--- src/rtl/mio_bus_responder_pkg.sv ---
// Shared constants for the MEM-stage responder: region codes, base addresses,
// state encodings and the address decode helper.
package mio_bus_responder_pkg;

  localparam logic [3:0] MIO_REGION_RAM  = 4'h0;
  localparam logic [3:0] MIO_REGION_GPIO = 4'hE;
  localparam logic [3:0] MIO_REGION_CNT  = 4'hF;

  localparam logic [31:0] MIO_BASE_RAM  = 32'h0000_0000;
  localparam logic [31:0] MIO_BASE_GPIO = 32'hE000_0000;
  localparam logic [31:0] MIO_BASE_CNT  = 32'hF000_0000;
  localparam logic [31:0] MIO_ERR_ADDR  = 32'hF000_0004;

  localparam logic [1:0] MIO_S_IDLE   = 2'd0;
  localparam logic [1:0] MIO_S_ACCESS = 2'd1;
  localparam logic [1:0] MIO_S_WAIT   = 2'd2;
  localparam logic [1:0] MIO_S_DONE   = 2'd3;

  typedef enum logic [1:0] {
    RGN_RAM  = 2'd0,
    RGN_GPIO = 2'd1,
    RGN_CNT  = 2'd2,
    RGN_NONE = 2'd3
  } mio_rgn_e;

  function automatic mio_rgn_e mio_decode(input logic [31:0] addr);
    mio_rgn_e rgn;
    case (addr[31:28])
      MIO_REGION_RAM:  rgn = RGN_RAM;
      MIO_REGION_GPIO: rgn = RGN_GPIO;
      MIO_REGION_CNT:  rgn = RGN_CNT;
      default:         rgn = RGN_NONE;
    endcase
    return rgn;
  endfunction

endpackage

--- src/rtl/mio_bus_responder_counter.sv ---
// mio_counter: free-running 32-bit counter with a load port; a load takes
// priority over the increment in the same cycle, and the count wraps to 0.
module mio_counter
  import mio_bus_responder_pkg::*;
(
  input  logic        i_clk,
  input  logic        i_rst,
  input  logic        i_load,
  input  logic [31:0] i_load_val,
  output logic [31:0] o_count
);

  logic [31:0] r_count;

  // count register: load wins, otherwise increment with natural wrap
  always_ff @(posedge i_clk) begin
    if (i_rst) begin
      r_count <= 32'd0;
    end else if (i_load) begin
      r_count <= i_load_val;
    end else begin
      r_count <= r_count + 32'd1;
    end
  end

  assign o_count = r_count;

endmodule

--- src/rtl/mio_bus_responder.sv ---
// mio_bus_responder: responder for the CPU MEM-stage handshake, decoding RAM,
// GPIO and counter. Define MIO_BUS_ERR_EN to add bus_err and err_addr (0xF0000004).
module mio_bus_responder
  import mio_bus_responder_pkg::*;
#(
  parameter int RAM_LAT = 1,
  parameter int LED_W   = 16,
  parameter int SW_W    = 16
) (
  input  logic             clk,
  input  logic             rst,
  input  logic             mem_req,
  input  logic             mem_we,
  input  logic [31:0]      mem_addr,
  input  logic [31:0]      mem_wdata,
  output logic [31:0]      mem_rdata,
  output logic             MIO_ready,
  output logic [29:0]      ram_addr,
  output logic             ram_we,
  output logic [31:0]      ram_wdata,
  input  logic [31:0]      ram_rdata,
  input  logic [SW_W-1:0]  sw_in,
  output logic [LED_W-1:0] led_out
`ifdef MIO_BUS_ERR_EN
  ,
  output logic             bus_err
`endif
);

  localparam logic [2:0] WAIT_INIT    = (RAM_LAT > 0) ? 3'(RAM_LAT - 1) : 3'd0;
  localparam bit         RAM_HAS_WAIT = (RAM_LAT > 0);

  logic [1:0]       r_state;
  logic [1:0]       w_state_nxt;
  mio_rgn_e         r_rgn;
  mio_rgn_e         w_req_rgn;
  logic             r_we;
  logic [31:0]      r_wdata;
  logic [2:0]       r_wait_cnt;
  logic [31:0]      r_mem_rdata;
  logic             r_mio_ready;
  logic [29:0]      r_ram_addr;
  logic             r_ram_we;
  logic [31:0]      r_ram_wdata;
  logic [LED_W-1:0] r_led;
  logic [31:0]      w_count;
  logic             w_cnt_load;
  logic [31:0]      w_rd_val;
  logic [31:0]      w_sw_ext;
  logic             w_err_sel;
  logic [31:0]      w_err_word;
  logic             w_req_take;
  logic             w_enter_done;

  assign w_req_rgn    = mio_decode(mem_addr);
  assign w_req_take   = (r_state == MIO_S_IDLE) && mem_req;
  assign w_enter_done = (w_state_nxt == MIO_S_DONE);
  assign w_sw_ext     = 32'(sw_in);
  assign w_cnt_load   = (r_state == MIO_S_ACCESS) && r_we && (r_rgn == RGN_CNT) && !w_err_sel;

  mio_counter u_counter (
    .i_clk      (clk),
    .i_rst      (rst),
    .i_load     (w_cnt_load),
    .i_load_val (r_wdata),
    .o_count    (w_count)
  );

  // next-state decode for the access sequencer
  always_comb begin
    w_state_nxt = r_state;
    case (r_state)
      MIO_S_IDLE: begin
        if (mem_req) w_state_nxt = MIO_S_ACCESS;
        else         w_state_nxt = MIO_S_IDLE;
      end
      MIO_S_ACCESS: begin
        if ((r_rgn == RGN_RAM) && RAM_HAS_WAIT) w_state_nxt = MIO_S_WAIT;
        else                                    w_state_nxt = MIO_S_DONE;
      end
      MIO_S_WAIT: begin
        if (r_wait_cnt == 3'd0) w_state_nxt = MIO_S_DONE;
        else                    w_state_nxt = MIO_S_WAIT;
      end
      MIO_S_DONE: w_state_nxt = MIO_S_IDLE;
      default:    w_state_nxt = MIO_S_IDLE;
    endcase
  end

  // read data source for the region being accessed
  always_comb begin
    w_rd_val = 32'd0;
    case (r_rgn)
      RGN_RAM:  w_rd_val = ram_rdata;
      RGN_GPIO: w_rd_val = w_sw_ext;
      RGN_CNT: begin
        if (w_err_sel) w_rd_val = w_err_word;
        else           w_rd_val = w_count;
      end
      default:  w_rd_val = 32'd0;
    endcase
  end

  // sequencer state, request latch, RAM strobes and completion outputs
  always_ff @(posedge clk) begin
    if (rst) begin
      r_state     <= MIO_S_IDLE;
      r_rgn       <= RGN_RAM;
      r_we        <= 1'b0;
      r_wdata     <= 32'd0;
      r_wait_cnt  <= 3'd0;
      r_mem_rdata <= 32'd0;
      r_mio_ready <= 1'b0;
      r_ram_addr  <= 30'd0;
      r_ram_we    <= 1'b0;
      r_ram_wdata <= 32'd0;
      r_led       <= '0;
    end else begin
      r_state     <= w_state_nxt;
      r_mio_ready <= w_enter_done;
      r_ram_we    <= 1'b0;
      if (w_req_take) begin
        r_rgn   <= w_req_rgn;
        r_we    <= mem_we;
        r_wdata <= mem_wdata;
        // RAM strobes are presented for the ACCESS cycle only
        if (w_req_rgn == RGN_RAM) begin
          r_ram_addr  <= mem_addr[31:2];
          r_ram_wdata <= mem_wdata;
          r_ram_we    <= mem_we;
        end
      end
      if (r_state == MIO_S_ACCESS) begin
        r_wait_cnt <= WAIT_INIT;
        if (r_we && (r_rgn == RGN_GPIO)) r_led <= r_wdata[LED_W-1:0];
      end else if ((r_state == MIO_S_WAIT) && (r_wait_cnt != 3'd0)) begin
        r_wait_cnt <= r_wait_cnt - 3'd1;
      end
      if (w_enter_done) r_mem_rdata <= r_we ? 32'd0 : w_rd_val;
    end
  end

`ifdef MIO_BUS_ERR_EN
  logic [31:0] r_addr;
  logic        r_fault;
  logic        r_bus_err;
  logic [31:0] r_err_addr;

  // fault detection and sticky capture of the last faulting address
  always_ff @(posedge clk) begin
    if (rst) begin
      r_addr     <= 32'd0;
      r_fault    <= 1'b0;
      r_bus_err  <= 1'b0;
      r_err_addr <= 32'd0;
    end else begin
      if (w_req_take) begin
        r_addr  <= mem_addr;
        r_fault <= (w_req_rgn == RGN_NONE) || (mem_addr[1:0] != 2'b00);
      end
      if ((r_state == MIO_S_ACCESS) && r_fault) r_err_addr <= r_addr;
      r_bus_err <= w_enter_done && r_fault;
    end
  end

  assign bus_err    = r_bus_err;
  assign w_err_sel  = (r_rgn == RGN_CNT) && (r_addr[27:2] == 26'd1);
  assign w_err_word = r_err_addr;
`else
  logic w_unused;

  assign w_unused   = ^mem_addr[1:0];
  assign w_err_sel  = 1'b0;
  assign w_err_word = 32'd0;
`endif

  assign mem_rdata = r_mem_rdata;
  assign MIO_ready = r_mio_ready;
  assign ram_addr  = r_ram_addr;
  assign ram_we    = r_ram_we;
  assign ram_wdata = r_ram_wdata;
  assign led_out   = r_led;

endmodule

--- config.mk ---
export PLATFORM = sky130hd
export DESIGN_NAME = mio_bus_responder
export DESIGN_NICKNAME = d
export VERILOG_FILES = /design/src/rtl/mio_bus_responder_pkg.sv /design/src/rtl/mio_bus_responder_counter.sv /design/src/rtl/mio_bus_responder.sv
export SDC_FILE = /design/constraint.sdc
export NUM_CORES = 1
export LEC_CHECK = 0
export ABC_AREA = 1
export ABC_CLOCK_PERIOD_IN_PS = 2000
export CORE_AREA = 10 10 189 191
export DETAILED_ROUTE_END_ITERATION = 8
export DIE_AREA = 0 0 199 201
export GPL_ROUTABILITY_DRIVEN = 0
export SETUP_SLACK_MARGIN = 0.4
export SYNTH_ARGS = -nofsm -noshare
export SYNTH_HDL_FRONTEND = slang
export SYNTH_SLANG_ARGS = --single-unit
--- constraint.sdc ---
create_clock -name clk -period 2 [get_ports clk]
set_input_delay 0.5 -clock clk [delete_from_list [all_inputs] [get_ports clk]]
set_output_delay 0.5 -clock clk [all_outputs]
set_load 0.02 [all_outputs]
==> impl_metrics.env <==
export IMPL_ctsHtreeMaxLevel=4
export IMPL_clkSlewWorstSetupHoldPaths_ns=0.08
export IMPL_root_buffer="clkbuf_16"
export IMPL_antenna_found_initial=0
export IMPL_die_h_um=201
export IMPL_final_max_slew_viol_count=0
export IMPL_ff2ff_path_depth=9
export IMPL_setup_viol=0
export IMPL_outcome="completed"
export IMPL_cp_data_required_time_ns=1.50
export IMPL_critPathLaunchType="flip-flop"
export IMPL_numCtsBuffers=17
export IMPL_regToRegEndpoint="mem_rdata[0]"
export IMPL_ys_top_cells_by_area="dfxtp_1 (47%), nand2_1 (13%), nor2_1 (10%), o21ai_0 (6.3%), a21oi_1 (4.7%)"
export IMPL_clock_sink_count=184
export IMPL_critPathTopFamily="flip-flops"
export IMPL_core_um2=32000
export IMPL_rrSetupSlack_ns=0.46
export IMPL_whs_path_depth=1
export IMPL_avgSynthCellArea_um2=6.94
export IMPL_synth_edff_count=0
export IMPL_highest_layer="met4"
export IMPL_fin_crit_sh=0.780
export IMPL_clkLatencyLatePin_ns=0.44
export IMPL_grt_pass1_vias=7937
export IMPL_grt_pass1_wl_um=44400
export IMPL_ys_types=30
export IMPL_drive_above_1_share=0.168
export IMPL_hold_buffers=0
export IMPL_post_synth_instance_area_um2=7910
export IMPL_crit_path_end_kind="primary output"
export IMPL_syn_num_nets=1264
export IMPL_final_nets=1484
export IMPL_grtUsageTotal=0.140
export IMPL_wl_per_cell_um=16.0
export IMPL_fp_dieW_um=199
export IMPL_io_pins=228
export IMPL_async_flop_share=0
export IMPL_met1Wirelength_um=13400
export IMPL_grt_max_degree=46
export IMPL_fmax_mhz=641
export IMPL_yosysSeqAreaShare=0.465
export IMPL_power_uw=11000
export IMPL_mostFrequentLayoutCells="nand2_1 (261), nor2_1 (211), dfxtp_1 (180), clkdlybuf4s50_1 (111), o21ai_0 (95)"
export IMPL_worst_setup_path_type="reg -> out"
export IMPL_hpwl_um=21200
export IMPL_min_to="u_counter.o_count[0]"
export IMPL_drtIter0Drc=337
export IMPL_crit_fanout=2
export IMPL_worst_ir_drop_vdd_uv=525
export IMPL_route_met3_wl_um=2320
export IMPL_drc=0
export IMPL_num_rows=66
export IMPL_synth_top_cell_area_share=0.465
export IMPL_post_synth_top_area_cell="dfxtp_1"
export IMPL_dieArea_um2=40000
export IMPL_crit_path_cell_trace="clkdlybuf4s15_2"
export IMPL_vias_per_cell=4.47
export IMPL_slowest_delay_ns=0.35
export IMPL_cp_arrival_ns=1.06
export IMPL_totalWireLength_um=28600
export IMPL_worstHoldStart="u_counter.o_count[0]"
export IMPL_cp_slowest_cell="dfxtp_1"
export IMPL_synth_flop_cell="dfxtp_1"
export IMPL_areaGrowthSynthToFinish_pct=43.3
export IMPL_skew_ns=0.0173
export IMPL_clock_path_buffers=2
export IMPL_yosys_register_bits=184
export IMPL_worstHoldPathType="reg -> reg"
export IMPL_finalHoldViolCount=0
export IMPL_power_density_nw_per_um2=968
export IMPL_cts_tree="yes"
export IMPL_grt_overflow=0
export IMPL_drtAntennaViolNets=0
export IMPL_r2r_start="r_state[0]"
export IMPL_antenna_cells=0
export IMPL_final_util=0.354
export IMPL_yosysWarnings=0
export IMPL_synthesis_instances=1141
export IMPL_initial_core_util=0.247
export IMPL_min_period_ns=1.56
export IMPL_leakage_uw=0.00469
export IMPL_slew_headroom=0.709
export IMPL_worst_pin_slew_ns=0.437
export IMPL_final_common_cell="nand2_1"
export IMPL_port_buffers=225
export IMPL_num_vias=7971
export IMPL_cp_buffers_inverters=1
export IMPL_rsz0062_at_grt="true"
export IMPL_drtPass1Iterations=5
export IMPL_dr_wl_met2_um=12400
export IMPL_max_cap_violations=0
## routing by layer
metal  GRT usage  vias up
met1       0.183     3633
met4      0.0354        0
met2       0.211      237
met3      0.0518       25
li1            -     4076
met5           0        -
## cells in the mapped netlist (2+ instances only)
cell and instances:
a21oi_1 74, buf_2 19, buf_4 4, buf_6 2, clkbuf_1 36, dfxtp_1 184
ha_1 7, inv_1 75, inv_2 7, nand2_1 265, nand2_2 3, nand3_1 59
nand3b_1 2, nand4_1 3, nor2_1 218, nor2_2 6, nor2_4 2, o211ai_1 11
o21ai_0 100, o21ai_1 42, o21bai_1 5, or2_0 3, or2_2 2, xnor2_1 3
xor2_1 4
## flip-flops by register name (all words and copies together) (netlist names)
| register | flops |
|---|---|
| r_wdata | 32 |
| r_wait_cnt | 3 |
| ram_addr | 30 |
| led_out | 16 |
| ram_wdata | 32 |
| ram_we | 1 |
| MIO_ready | 1 |
| r_rgn | 2 |
| u_counter.o_count | 32 |
| r_we | 1 |
| r_state | 2 |
| mem_rdata | 32 |
## metrics by stage
step	setup WS (ns)	instance area [um2]	hold slack (ns)	std cells	TNS, ns
finish	0.440	11300	0.447	1782	0
floorplan	0.554	7910	0.434	1141	0
detailed placement	-0.0177	10700	0.447	1742	-0.129
global route	0.354	11300	0.464	1782	0
CTS	0.340	11400	0.445	1774	0
global placement	0.00349	10700	0.442	1742	0
## how the worst max path moves through the flow
| stage | startpoint | to | slack [ns] | depth (start not counted) |
|---|---|---|---|---|
| after detailed placement | mem_addr[28] | ram_wdata[28] | -0.02 | 8 |
| after CTS | ram_wdata[21] | ram_wdata[21] | 0.34 | 1 |
| final | mem_rdata[22] | mem_rdata[22] | 0.44 | 1 |
| after floorplan | r_state[0] | mem_rdata[10] | 0.55 | 8 |
| after global placement | mem_addr[28] | ram_addr[6] | 0.003 | 8 |
| after global routing | r_state[0] | mem_rdata[0] | 0.35 | 9 |
## area by class of cell
cell class              count  area, um2
fillers                  3374      20700
multi-input cells         812       3730
flip-flops and latches    184       3690
repair buffers            263       2490
well taps                 408        510
clock buffers              18        439
inverters                  83        319
clock inverters            14        156
## worst reg2reg max path, cell delays in order, from the launching register on
cell,delay [ns]
dfxtp_1,0.35
inv_2,0.06
ha_1,0.19
inv_1,0.07
or2_2,0.14
nand3_4,0.14
inv_6,0.14
nand2_4,0.09
buf_12,0.17
o21ai_0,0.13
## logic make-up (layout without fill, tap and decap cells)
group	after synthesis	after routing	share of synthesized area
and+or+nand+nor	564	564	0.286
AOI/OAI and AO/OA	234	234	0.154
DFF	184	184	0.465
buffers and inverters	145	378	0.0756
adders and majority gates	7	7	0.0111
xor gates and xnor gates	7	7	0.00775
## report_power, final
group          internal, uW  switching [uW]  leakage [uW]  total, uW
registers              4120             294       0.00150       4410
clock network          1810            1680      0.000292       3490
logic                  1250            1830       0.00290       3070
## timing repair
item                                   in CTS  in global routing
pin swaps                                   0                  6
setup endpoints to repair                 122                169
resized for setup                         324                108
endpoints found under the hold margin       0                  0
cloned                                      0                  4
setup buffers                               0                  4
Power figures use the tool's default switching activity.
